===== config.mk =====
export PLATFORM = sky130hd
export DESIGN_NAME = fetch_queue
export DESIGN_NICKNAME = d
export VERILOG_FILES = /design/src/rtl/fetch_queue.sv
export SDC_FILE = /design/constraint.sdc
export NUM_CORES = 1
export LEC_CHECK = 0
export BUFFER_PORTS_ARGS = -buffer_cell sky130_fd_sc_hd__buf_2
export CORE_MARGIN = 5
export CORE_UTILIZATION = 57
export DETAILED_ROUTE_END_ITERATION = 10
export GPL_TIMING_DRIVEN = 0
export PLACE_DENSITY = 0.87
export SLEW_MARGIN = 0
export SYNTH_ARGS = -nofsm -noshare
export SYNTH_HDL_FRONTEND = slang
export SYNTH_SLANG_ARGS = --single-unit

===== constraint.sdc =====
create_clock -name clock -period 4.4 [get_ports clock]
set_input_delay 0.88 -clock clock [delete_from_list [all_inputs] [get_ports clock]]
set_output_delay 0.88 -clock clock [all_outputs]
set_load 0.01 [all_outputs]

===== src/rtl/fetch_queue.sv =====
// fetch_queue: instruction prefetch FIFO between imem (req/ack) and the datapath (valid/ready).
// Optional macro FETCH_QUEUE_STATS_EN adds the 16-bit flushCount output.
//
// Ports:
//   clock, reset             clock and synchronous active-high reset
//   redirect, redirectPC     one-cycle flush pulse and new fetch target
//   memReq, memAddr          fetch request and its word address
//   memAck, memData          request accepted and returned word (same cycle)
//   instrValid, instr,       head entry and its word and PC
//   instrPC
//   instrReady               datapath consumes the head entry
//   count                    number of occupied entries
//   flushCount               (stats build only) total entries discarded by redirects
module fetch_queue #(
    parameter int          DEPTH    = 4,
    parameter logic [31:0] RESET_PC = 32'h0000_0000
) (
    input  logic                     clock,
    input  logic                     reset,
    input  logic                     redirect,
    input  logic [31:0]              redirectPC,
    output logic                     memReq,
    output logic [31:0]              memAddr,
    input  logic                     memAck,
    input  logic [31:0]              memData,
    output logic                     instrValid,
    output logic [31:0]              instr,
    output logic [31:0]              instrPC,
    input  logic                     instrReady,
`ifdef FETCH_QUEUE_STATS_EN
    output logic [15:0]              flushCount,
`endif
    output logic [$clog2(DEPTH):0]   count
);

    localparam int PW = $clog2(DEPTH);
    localparam int CW = PW + 1;

    typedef enum logic {
        FETCH  = 1'b0,
        BUBBLE = 1'b1
    } state_t;

    state_t         state;
    logic [31:0]    fetchPC;
    logic [PW-1:0]  rdPtr;
    logic [PW-1:0]  wrPtr;
    logic [CW-1:0]  cnt;
    logic [31:0]    pcMem   [DEPTH];
    logic [31:0]    wordMem [DEPTH];

    logic full;
    logic push;
    logic pop;

    assign full       = (cnt == CW'(DEPTH));
    assign memReq     = (state == FETCH) && !full && !redirect && !reset;
    assign push       = memReq && memAck;
    assign instrValid = (cnt != '0) && !reset;
    assign pop        = instrValid && instrReady;
    assign instr      = instrValid ? wordMem[rdPtr] : 32'h0;
    assign instrPC    = instrValid ? pcMem[rdPtr] : 32'h0;
    // Before the first reset edge fetchPC/cnt are unknown; mask them while reset is high.
    assign memAddr    = reset ? RESET_PC : fetchPC;
    assign count      = reset ? '0 : cnt;

    always_ff @(posedge clock) begin
        if (reset) begin
            state   <= FETCH;
            fetchPC <= RESET_PC;
            rdPtr   <= '0;
            wrPtr   <= '0;
            cnt     <= '0;
        end else if (redirect) begin
            state   <= BUBBLE;
            fetchPC <= redirectPC & ~32'h3;
            rdPtr   <= '0;
            wrPtr   <= '0;
            cnt     <= '0;
        end else begin
            state <= FETCH;
            if (push) begin
                wrPtr   <= wrPtr + PW'(1);
                fetchPC <= fetchPC + 32'd4;
            end
            if (pop) begin
                rdPtr <= rdPtr + PW'(1);
            end
            unique case ({push, pop})
                2'b10:   cnt <= cnt + CW'(1);
                2'b01:   cnt <= cnt - CW'(1);
                default: cnt <= cnt;
            endcase
        end
    end

    // push already excludes redirect and reset cycles
    always_ff @(posedge clock) begin
        if (push) begin
            pcMem[wrPtr]   <= fetchPC;
            wordMem[wrPtr] <= memData;
        end
    end

`ifdef FETCH_QUEUE_STATS_EN
    logic [CW-1:0] discarded;
    logic [16:0]   flushSum;

    // the entry popped in the redirect cycle is delivered, not discarded
    assign discarded = cnt - (pop ? CW'(1) : CW'(0));
    assign flushSum  = {1'b0, flushCount} + 17'(discarded);

    always_ff @(posedge clock) begin
        if (reset) begin
            flushCount <= '0;
        end else if (redirect) begin
            flushCount <= flushSum[16] ? 16'hFFFF : flushSum[15:0];
        end
    end
`endif

endmodule

==> run summary, run 1 <==
run status = complete, no violations
Congestion Overflow GR = 0
Post-DRT Antenna Nets = 0
synth warn = 0
Tmin final = 3511 ps
number of setup buffers added after CTS = 0
# H-tree levels = 1
Design Area, Final = 14210 um^2
pre-CTS setup slack = 914.8 ps
DP Wirelength = 17.41 mm
Main synth FF type = edfxtp_1
Final period util = 79.80%
worst-margin pin slew = 988.1 ps
most common cell after layout, fill and taps aside = edfxtp_1
R2R depth = 11
Clk Latency, worst-skew pair = 540 ps
Worst EP required = 3520 ps
Max VDD drop = 0.3215 mV
Flop pwr share = 51.2%
Clk pwr share = 45.3%
Setup CP Type = reg -> out
most frequent cells in the layout = edfxtp_1, buf_2, and2_1, mux4_2, dfxtp_1
switch share = 19.63%
first-pass GRT wire length = 42.50 mm
Clock Path Buffers = 3
sequential-to-total area share from yosys stat = 69.48%
vias post-DR = 7362
PwrDens = 419.4 nW/um^2
Area Growth Syn to Fin = 19.74%
routability cong. = 0.8995
post-cts sizing count = 0
startpoint types = register
Avg Synthesized Cell Area = 16.35 um^2
PortBufs = 162
Mapped Cells = 726
P_sw = 1.170 mW
RSZ-0062 raised after global routing = no
asr flop ratio synth = 0%
Layout Nets = 1004
layout cells sized above 1 = 31.76%
Post-synth EDFFs = 248
initial antenna violation count = 0
FF-to-FF End = cnt[2]$_SDFFE_PP0P_
initial drt markers = 712
pin count of the biggest net entering global routing = 42
worst r2r src = cnt[2]$_SDFFE_PP0P_
Via density = 6.029
Worst Slack Setup Final = 888.8 ps
total CTS buffers = 31
vias in the first global route = 7411
Die W = 154.3 um
Tot Pwr = 5.961 mW
CORE AREA = 20360 um^2
Setup crit end = instrPC[12]
All-Layer GR Usage = 22.75%
final hold violations = 0
DP Area = 13130 um^2
Yosys cell types = 56
ant diodes = 0
Max Fclk = 284.8 MHz
row cnt = 52
Worst-path clk slew = 60 ps
Max-Slew Margin vs Limit = 33.52%
drt wl/cell = 22.30 um
HP Class = reg -> reg
WHS Path Cells = 2
combinational share of power = 3.5%
cts hold-fix bufs = 0
CTS Root Cell = clkbuf_16
Final Max Slew Viols = 0
Residual DRC = 0
# setup viols final = 0
final WL = 27.23 mm
drt pass-1 iters = 5
TritonCTS clock tree = yes
clk_skew = 21.15 ps
R2R setup slack = 1080 ps
Initial Util = 58.29%
DIE AREA = 23810 um^2
Cell Area, Synth = 11870 um^2
Seq cells post-synth = 288
max_cap viols = 0
crit path DAT = 2630 ps
Die H = 154.3 um
I/O Pins = 170
crit-path max FO = 10
nature of the critical path endpoint = output port
Sink Count = 288
Internal = 4.791 mW
leakage = 5.099 nW
logic make-up (layout without fill, tap and decap cells):
group / Yosys count / after routing / share of synthesized area (%)
flops: 288 / 288 / 69.48
simple gates: 230 / 230 / 10.97
compound gates: 65 / 65 / 3.552
mux: 65 / 65 / 12.02
buf+inv: 56 / 278 / 2.108
xor+xnor: 14 / 14 / 1.033
fa+ha+maj: 7 / 7 / 0.8011
other cells: 1 / 4 / 0.03159
critical path: stages (launching register included):
cell and delay, ps:
dfxtp_1 300, clkbuf_1 410, buf_2 470, mux4_2 550, and2_1 210, buf_2 150
how the worst min path moves through the flow:
| stage | from | to |
|---|---|---|
| 6_report | wrPtr[1]$_SDFFE_PP0P_ | wrPtr[1]$_SDFFE_PP0P_ |
| 5_1_grt | fetchPC[5]$_SDFFE_PP0P_ | pcMem[2][5]$_DFFE_PP_ |
| 4_1_cts | wrPtr[1]$_SDFFE_PP0P_ | wrPtr[1]$_SDFFE_PP0P_ |
| 3_5_place_dp | wrPtr[1]$_SDFFE_PP0P_ | wrPtr[1]$_SDFFE_PP0P_ |
| 3_3_place_gp | wrPtr[1]$_SDFFE_PP0P_ | wrPtr[1]$_SDFFE_PP0P_ |
| 2_1_floorplan | fetchPC[5]$_SDFFE_PP0P_ | pcMem[0][5]$_DFFE_PP_ |
cells in the mapped netlist, drive strengths merged, types with 11 or more instances:
cell type    n  area [um^2]
a21oi       14        70.07
a31oi       11        68.82
and2        72        450.4
buf         15        96.34
clkbuf      29        108.9
dfxtp       40        800.8
edfxtp     248         7447
inv         12        45.05
mux4        62         1396
nand2       31        116.4
nand3       14        75.07
nand4       13        81.33
nor2        39        148.9
nor2b       29        181.4
o21ai       15        75.07
layer usage:
metal / vias to the layer above / GRT usage (%) / part of all wire [%]
met5: - / 0 / 0
met3: 75 / 3.381 / 9.6
met2: 445 / 36.67 / 48
met1: 3630 / 32.90 / 40
li1: 3212 / - / -
met4: 0 / 6.602 / 2.8
per-stage QoR:
step | util [%] | setup TNS (ps) | hold WS, ps | instances
floorplan | - | 0 | 458.3 | 729
global placement | 63.98 | -214030 | 481.7 | 1161
detailed placement | 64.46 | 0 | 492.7 | 1165
CTS | 69.80 | 0 | 517.3 | 1221
global route | 69.80 | 0 | 536.0 | 1221
finish | 69.80 | 0 | 519.8 | 1221
layout make-up:
cell class	count	area (um^2)
inverters	12	45.04
multi-input cells	385	3393
repair buffers	166	898.4
clock buffers	37	839.6
well taps	270	337.8
flip-flops and latches	288	8248
plain buffers	44	205.2
clock inverters	19	246.5
fillers	1302	6151
power by group through the flow:
stage | Clock, mW | Combinational [mW] | Sequential [mW]
detailed placement | 0 | 0.203 | 3.11
finish | 2.70 | 0.210 | 3.05
global placement | 0 | 0.196 | 3.10
CTS | 2.74 | 0.206 | 3.05
floorplan | 0 | 0.110 | 3.09
global route | 2.86 | 0.226 | 3.05
registers in the layout, indices dropped and copies added, names as in the netlist, named ones only:
signal	flops
fetchPC	30
cnt	3
wordMem	128
pcMem	120
state	1
wrPtr	2
rdPtr	2
Power figures use the tool's default switching activity.
==> inputs of run 2 (changes only) <==
--- a/config.mk
+++ b/config.mk
@@ -5,6 +5,7 @@
 export SDC_FILE = /design/constraint.sdc
 export NUM_CORES = 1
 export LEC_CHECK = 0
+export ABC_AREA = 1
 export BUFFER_PORTS_ARGS = -buffer_cell sky130_fd_sc_hd__buf_2
 export CORE_MARGIN = 5
 export CORE_UTILIZATION = 57
==> constraint.sdc (replaced) <==
create_clock -name clock -period 3.6 [get_ports clock]
set_input_delay 0.72 -clock clock [delete_from_list [all_inputs] [get_ports clock]]
set_output_delay 0.72 -clock clock [all_outputs]
set_load 0.01 [all_outputs]
==> run 2 against run 1 <==
Net effect: global-route usage up 1.8 points; via count up 28%; utilization down 0.93 points; area after synthesis up 3.7%; clock skew down 10 ps; register-to-register slack better by 20 ps; final cell count up 40%; worst setup slack worse by 530 ps; first-iteration DRC count up 10%.
==> run summary, run 2 <==
crit path DAT = 2520 ps (-110 ps)
row cnt = 53 (+1.9%)
R2R depth = 7 (-4)
fill cell count = 1557 (+20%)
FF-to-FF End = wordMem[0][24]$_DFFE_PP_
DP Area = 13690 um^2 (+4.3%)
Die W = 156.9 um (+1.7%)
I/O Pins = 170 (unchanged)
DIE AREA = 24630 um^2 (+3.4%)
synth warn = 0 (unchanged)
RSZ-0062 raised after global routing = no
Cell Area, Synth = 12310 um^2 (+3.7%)
final WL = 30.55 mm (+12%)
crit-path max FO = 10 (unchanged)
first-pass GRT wire length = 47.32 mm (+11%)
worst-margin pin slew = 830.5 ps (-157.6 ps)
PortBufs = 162 (unchanged)
top flop regs = wordMem (128), pcMem (120), fetchPC (30)
Tmin final = 3240 ps
R2R setup slack = 1100 ps (+20 ps)
initial antenna violation count = 1 (+1)
Avg Synthesized Cell Area = 10.15 um^2 (-38%)
Congestion Overflow GR = 0 (unchanged)
vias in the first global route = 9335 (+26%)
drt pass-1 iters = 5 (unchanged)
most common cell in the netlist = nor2_1
Post-synth EDFFs = 248 (unchanged)
pre-CTS setup slack = 527.7 ps (-387.1 ps)
asr flop ratio synth = 0% (unchanged)
Sink Count = 288 (unchanged)
Post-DRT Antenna Nets = 0 (unchanged)
Tot Pwr = 6.800 mW (+14%)
TritonCTS clock tree = yes
Setup crit end = instrPC[13]
cts hold-fix bufs = 0 (unchanged)
Final period util = 90.00%
All-Layer GR Usage = 24.52% (+1.8 points)
post-cts sizing count = 0 (unchanged)
cell taking the most area after synthesis = edfxtp_1
nature of the critical path endpoint = output port
Setup CP Type = reg -> out
Final TNS setup = 0 ps (unchanged)
CORE AREA = 21150 um^2 (+3.9%)
DP Wirelength = 20.82 mm (+20%)
Clock Path Buffers = 3 (unchanged)
Main synth FF type = edfxtp_1
CTS Root Cell = clkbuf_16
# setup viols final = 0 (unchanged)
Design Area, Final = 14570 um^2 (+2.5%)
drt wl/cell = 17.83 um (-20%)
Initial Util = 58.18% (-0.11 points)
largest cells by area after synthesis = edfxtp_1, nor2_1, dfxtp_1
layout cells sized above 1 = 17.19% (-15 points)
sequential-to-total area share from yosys stat = 67.02% (-2.5 points)
routability cong. = 0.9790 (+8.8%)
leakage = 5.578 nW (+9.4%)
Max Fclk = 308.6 MHz
# H-tree levels = 1 (unchanged)
Via density = 5.513 (-8.6%)
worst r2r src = cnt[1]$_SDFFE_PP0P_
run status = complete, no violations
final hold violations = 0 (unchanged)
most common cell after layout, fill and taps aside = nor2_1
Synth top area share = 60.51% (-2.2 points)
Area Growth Syn to Fin = 18.38%
Max-Slew Margin vs Limit = 44.50% (+11 points)
Max VDD drop = 0.3278 mV (+2.0%)
PwrDens = 466.7 nW/um^2 (+11%)
max_cap viols = 0 (unchanged)
total CTS buffers = 29 (-6.5%)
Layout Nets = 1493 (+49%)
Worst EP required = 2880 ps (-640 ps)
Yosys cell types = 31 (-45%)
Clk Latency, worst-skew pair = 530 ps (about the same)
Mapped Cells = 1213 (+67%)
Hold WS = 386.7 ps (-133.0 ps)
max FFs per register = 128 (unchanged)
multi-input logic area = 3521 um^2 (+3.8%)
Worst Slack Setup Final = 360.0 ps (-528.8 ps)
Worst-path clk slew = 60 ps (about the same)
vias post-DR = 9443 (+28%)
initial drt markers = 786 (+10%)
Sequential Area = 8248 um^2 (unchanged)
clk_skew = 11.08 ps (-10.07 ps)
startpoint types = register
Seq cells post-synth = 288 (unchanged)
pin count of the biggest net entering global routing = 31 (-26%)
Synth top cells by count = nor2_1, edfxtp_1, o21ai_0
Final Max Slew Viols = 0 (unchanged)
Residual DRC = 0 (unchanged)
number of setup buffers added after CTS = 0 (unchanged)
Die H = 156.9 um (+1.7%)
Reg with most FFs = wordMem
most frequent cells in the layout = nor2_1, edfxtp_1, buf_2, o21ai_0, nand2_1
HP Class = in -> reg
run 2: per-layer routing:
metal | wire (um) | global-route usage, % | share of wire, % | vias to the layer above
li1 | - | - | - | 4528
met1 | 12000 | 32.54 | 39 | 4334
met2 | 14660 | 40.92 | 48 | 504
met3 | 2829 | 3.739 | 9.3 | 77
met4 | 1055 | 10.04 | 3.5 | 0
met5 | 0 | 0 | 0 | -
run 2: area by class of cell:
class,count,area share (%)
Tap cell,275,2.362
Antenna cell,1,0.01718
Buffer,65,1.992
Inverter,76,1.984
Clock buffer,46,5.694
Sequential cell,288,56.61
Clock inverter,5,0.3521
Timing Repair Buffer,170,6.819
Multi-Input combinational cell,787,24.17
run 2: logic make-up (layout without fill, tap and decap cells):
| family | count (synthesis) | in the layout | synth area share [%] |
|---|---|---|---|
| and+or+nand+nor | 528 | 528 | 17.26 |
| AOI/OAI and AO/OA | 246 | 246 | 10.07 |
| adders and majority gates | 7 | 7 | 0.7727 |
| buffers and inverters | 141 | 362 | 4.707 |
| DFF | 288 | 288 | 67.02 |
| other | 1 | 5 | 0.03047 |
| xor gates and xnor gates | 2 | 2 | 0.1424 |
run 2: report_power, final:
group	switching [mW]	total, mW	internal (mW)
sequential	0.0556	3.73	3.67
clock	1.17	2.81	1.63
combinational	0.171	0.267	0.0965
total	1.40	6.80	5.40
run 2: worst min path at each step:
stage | start | to | slack [ps] | depth (start not counted)
detailed placement | rdPtr[1]$_SDFFE_PP0P_ | register | 470 | 2
finish | redirectPC[30] | fetchPC[30]$_SDFFE_PP0P_ | 390 | 3
floorplan | rdPtr[1]$_SDFFE_PP0P_ | register | 440 | 2
CTS | redirectPC[30] | fetchPC[30]$_SDFFE_PP0P_ | 370 | 3
global placement | rdPtr[0]$_SDFFE_PP0P_ | rdPtr[0]$_SDFFE_PP0P_ | 450 | 1
global route | memData[20] | wordMem[1][20]$_DFFE_PP_ | 380 | 1
run 2: stage by stage:
stage	cells	utilization [%]
4_1_cts	1712	68.86
3_5_place_dp	1661	64.70
6_report	1713	68.87
2_1_floorplan	1216	-
5_1_grt	1713	68.87
3_3_place_gp	1653	63.69
run 2: worst max-delay path, stage by stage, from the launching register on:
cell and delay (ps):
dfxtp_1 300, buf_2 180, inv_2 140, buf_2 260, clkbuf_1 420, o21ai_0 220
a21oi_1 280, buf_2 190
==> inputs of run 3 (changes only) <==
--- a/config.mk
+++ b/config.mk
@@ -11,7 +11,7 @@
 export CORE_UTILIZATION = 57
 export DETAILED_ROUTE_END_ITERATION = 10
 export GPL_TIMING_DRIVEN = 0
-export PLACE_DENSITY = 0.87
+export PLACE_DENSITY = 0.76
 export SLEW_MARGIN = 0
 export SYNTH_ARGS = -nofsm -noshare
 export SYNTH_HDL_FRONTEND = slang
==> run 3 against run 2 <==
Net effect: critical path depth is the same; sequential share of layout area shrank 0.092 points; register-to-register slack gained 30 ps; clock-buffer cell count shrank 7; utilization grew 0.11 points; critical endpoint is now instr[21]; largest cell class unchanged; non-clock buffer count is the same; worst hold slack gained 4.7 ps; flip-flop and latch count is the same; total power grew 0.90%.
==> run summary, run 3 (synthesis results as in run 2) <==
max FFs per register = 128 (unchanged)
pre-CTS setup slack = 535.4 ps (+7.740 ps)
initial drt markers = 725 (-7.8%)
drt pass-1 iters = 5 (unchanged)
Final Max Slew Viols = 0 (unchanged)
DP Area = 13680 um^2 (about the same)
fin cells = 1715 (+0.12%)
pin count of the biggest net entering global routing = 31 (unchanged)
I/O Pins = 170 (unchanged)
post-cts sizing count = 0 (unchanged)
DP Wirelength = 19.74 mm (-5.2%)
# H-tree levels = 1 (unchanged)
top flop regs = wordMem (128), pcMem (120), fetchPC (30)
Design Area, Final = 14590 um^2 (+0.16%)
Max-Slew Margin vs Limit = 51.57% (+7.1 points)
crit-path max FO = 10 (unchanged)
Congestion Overflow GR = 0 (unchanged)
crit path DAT = 2460 ps (-60 ps)
TritonCTS clock tree = yes
Post-DRT Antenna Nets = 0 (unchanged)
routability cong. = 0.9367 (-4.3%)
Via density = 5.422 (-1.6%)
nature of the critical path endpoint = output port
most common cell after layout, fill and taps aside = nor2_1
startpoint types = register
max_cap viols = 0 (unchanged)
Final period util = 88.34% (-1.7 points)
placed insts = 1661 (unchanged)
CTS Root Cell = clkbuf_16
FF-to-FF End = cnt[2]$_SDFFE_PP0P_
Die H = 156.9 um (unchanged)
row cnt = 53 (unchanged)
Setup CP Type = reg -> out
Sequential Area = 8248 um^2 (unchanged)
first-pass GRT wire length = 45.82 mm (-3.2%)
total CTS buffers = 29 (unchanged)
final hold violations = 0 (unchanged)
number of setup buffers added after CTS = 0 (unchanged)
drt wl/cell = 17.37 um (-2.6%)
multi-input logic area = 3521 um^2 (unchanged)
final core occ = 68.98% (+0.11 points)
HP Class = in -> reg
R2R setup slack = 1130 ps (+30 ps)
Worst-path clk slew = 60 ps (about the same)
# setup viols final = 0 (unchanged)
Setup crit end = instr[21]
DIE AREA = 24630 um^2 (unchanged)
Initial Util = 58.18% (unchanged)
Clock Path Buffers = 3 (unchanged)
Die W = 156.9 um (unchanged)
R2R depth = 13 (+6)
run status = complete, no violations
Clk Latency, worst-skew pair = 530 ps (about the same)
vias in the first global route = 8828 (-5.4%)
Max VDD drop = 0.3812 mV (+16%)
Tmin final = 3180 ps (-59.84 ps)
worst r2r src = cnt[1]$_SDFFE_PP0P_
Residual DRC = 0 (unchanged)
Slowest Stage Delay on Critical Path = 480 ps (+60 ps)
CORE AREA = 21150 um^2 (unchanged)
final WL = 29.80 mm (-2.5%)
Sink Count = 288 (unchanged)
most used cell, CP = buf_2
Worst EP required = 2880 ps (about the same)
Layout Nets = 1493 (unchanged)
PwrDens = 470.2 nW/um^2 (+0.73%)
All-Layer GR Usage = 23.84% (-0.68 points)
fill cell count = 1521 (-2.3%)
Crit-path slowest cell = clkbuf_1
cts hold-fix bufs = 0 (unchanged)
Worst Slack Setup Final = 419.8 ps (+59.84 ps)
initial antenna violation count = 1 (unchanged)
Area Growth Syn to Fin = 18.57%
clk_skew = 10.11 ps (-0.9685 ps)
most frequent cells in the layout = nor2_1, edfxtp_1, buf_2, o21ai_0, nand2_1
Max Fclk = 314.5 MHz (+1.9%)
PortBufs = 162 (unchanged)
leakage = 5.599 nW (+0.37%)
vias post-DR = 9299 (-1.5%)
RSZ-0062 raised after global routing = no
Reg with most FFs = wordMem
crit path cell chain = buf_2 -> inv_2 -> buf_2 -> clkbuf_1 -> o21ai_0 -> a21oi_1 -> buf_2
worst-margin pin slew = 724.8 ps (-105.8 ps)
layout cells sized above 1 = 17.30% (+0.12 points)
run 3: layout make-up:
class	count	share of cell area (%)
well taps	275	2.358
inverters	76	1.981
flip-flops and latches	288	56.52
multi-input cells	787	24.13
clock inverters	14	0.9517
clock buffers	39	5.299
plain buffers	65	1.989
diodes	1	0.01715
repair buffers	170	6.756
run 3: how the worst min path moves through the flow:
stage	start	end	slack [ps]	cells after the start
6_report	redirectPC[22]	fetchPC[22]$_SDFFE_PP0P_	390	3
5_1_grt	redirectPC[22]	fetchPC[22]$_SDFFE_PP0P_	390	3
4_1_cts	redirectPC[22]	fetchPC[22]$_SDFFE_PP0P_	380	3
3_5_place_dp	rdPtr[1]$_SDFFE_PP0P_	rdPtr[1]$_SDFFE_PP0P_	470	2
3_3_place_gp	rdPtr[0]$_SDFFE_PP0P_	rdPtr[0]$_SDFFE_PP0P_	450	1
2_1_floorplan	rdPtr[1]$_SDFFE_PP0P_	register	440	2
run 3: power by group:
part / leakage (nW) / switching, mW / internal [mW]
Clock: 0.449 / 1.16 / 1.71
Combinational: 2.59 / 0.170 / 0.0957
Sequential: 2.56 / 0.0540 / 3.67
run 3: per-layer routing:
layer	vias up	share of wire [%]	GRT usage (%)
met5	-	0.050	0
met4	2	2.3	6.860
met3	53	9.1	3.739
met2	461	48	39.96
met1	4260	41	32.72
li1	4523	-	-
run 3: worst max-delay path: cells and delay by family, from the launching register on:
kind	cells	cell delay, ps
buf+inv	5	1180
compound gates	2	450
flops	1	300
run 3: stage by stage:
stage | power [mW] | hold slack (ps) | setup TNS, ps
2_1_floorplan | 3.923 | 436.4 | -223450
3_3_place_gp | 4.045 | 454.7 | -721050
4_1_cts | 6.883 | 377.0 | 0
3_5_place_dp | 4.055 | 466.9 | 0
5_1_grt | 7.090 | 389.3 | 0
6_report | 6.861 | 391.5 | 0
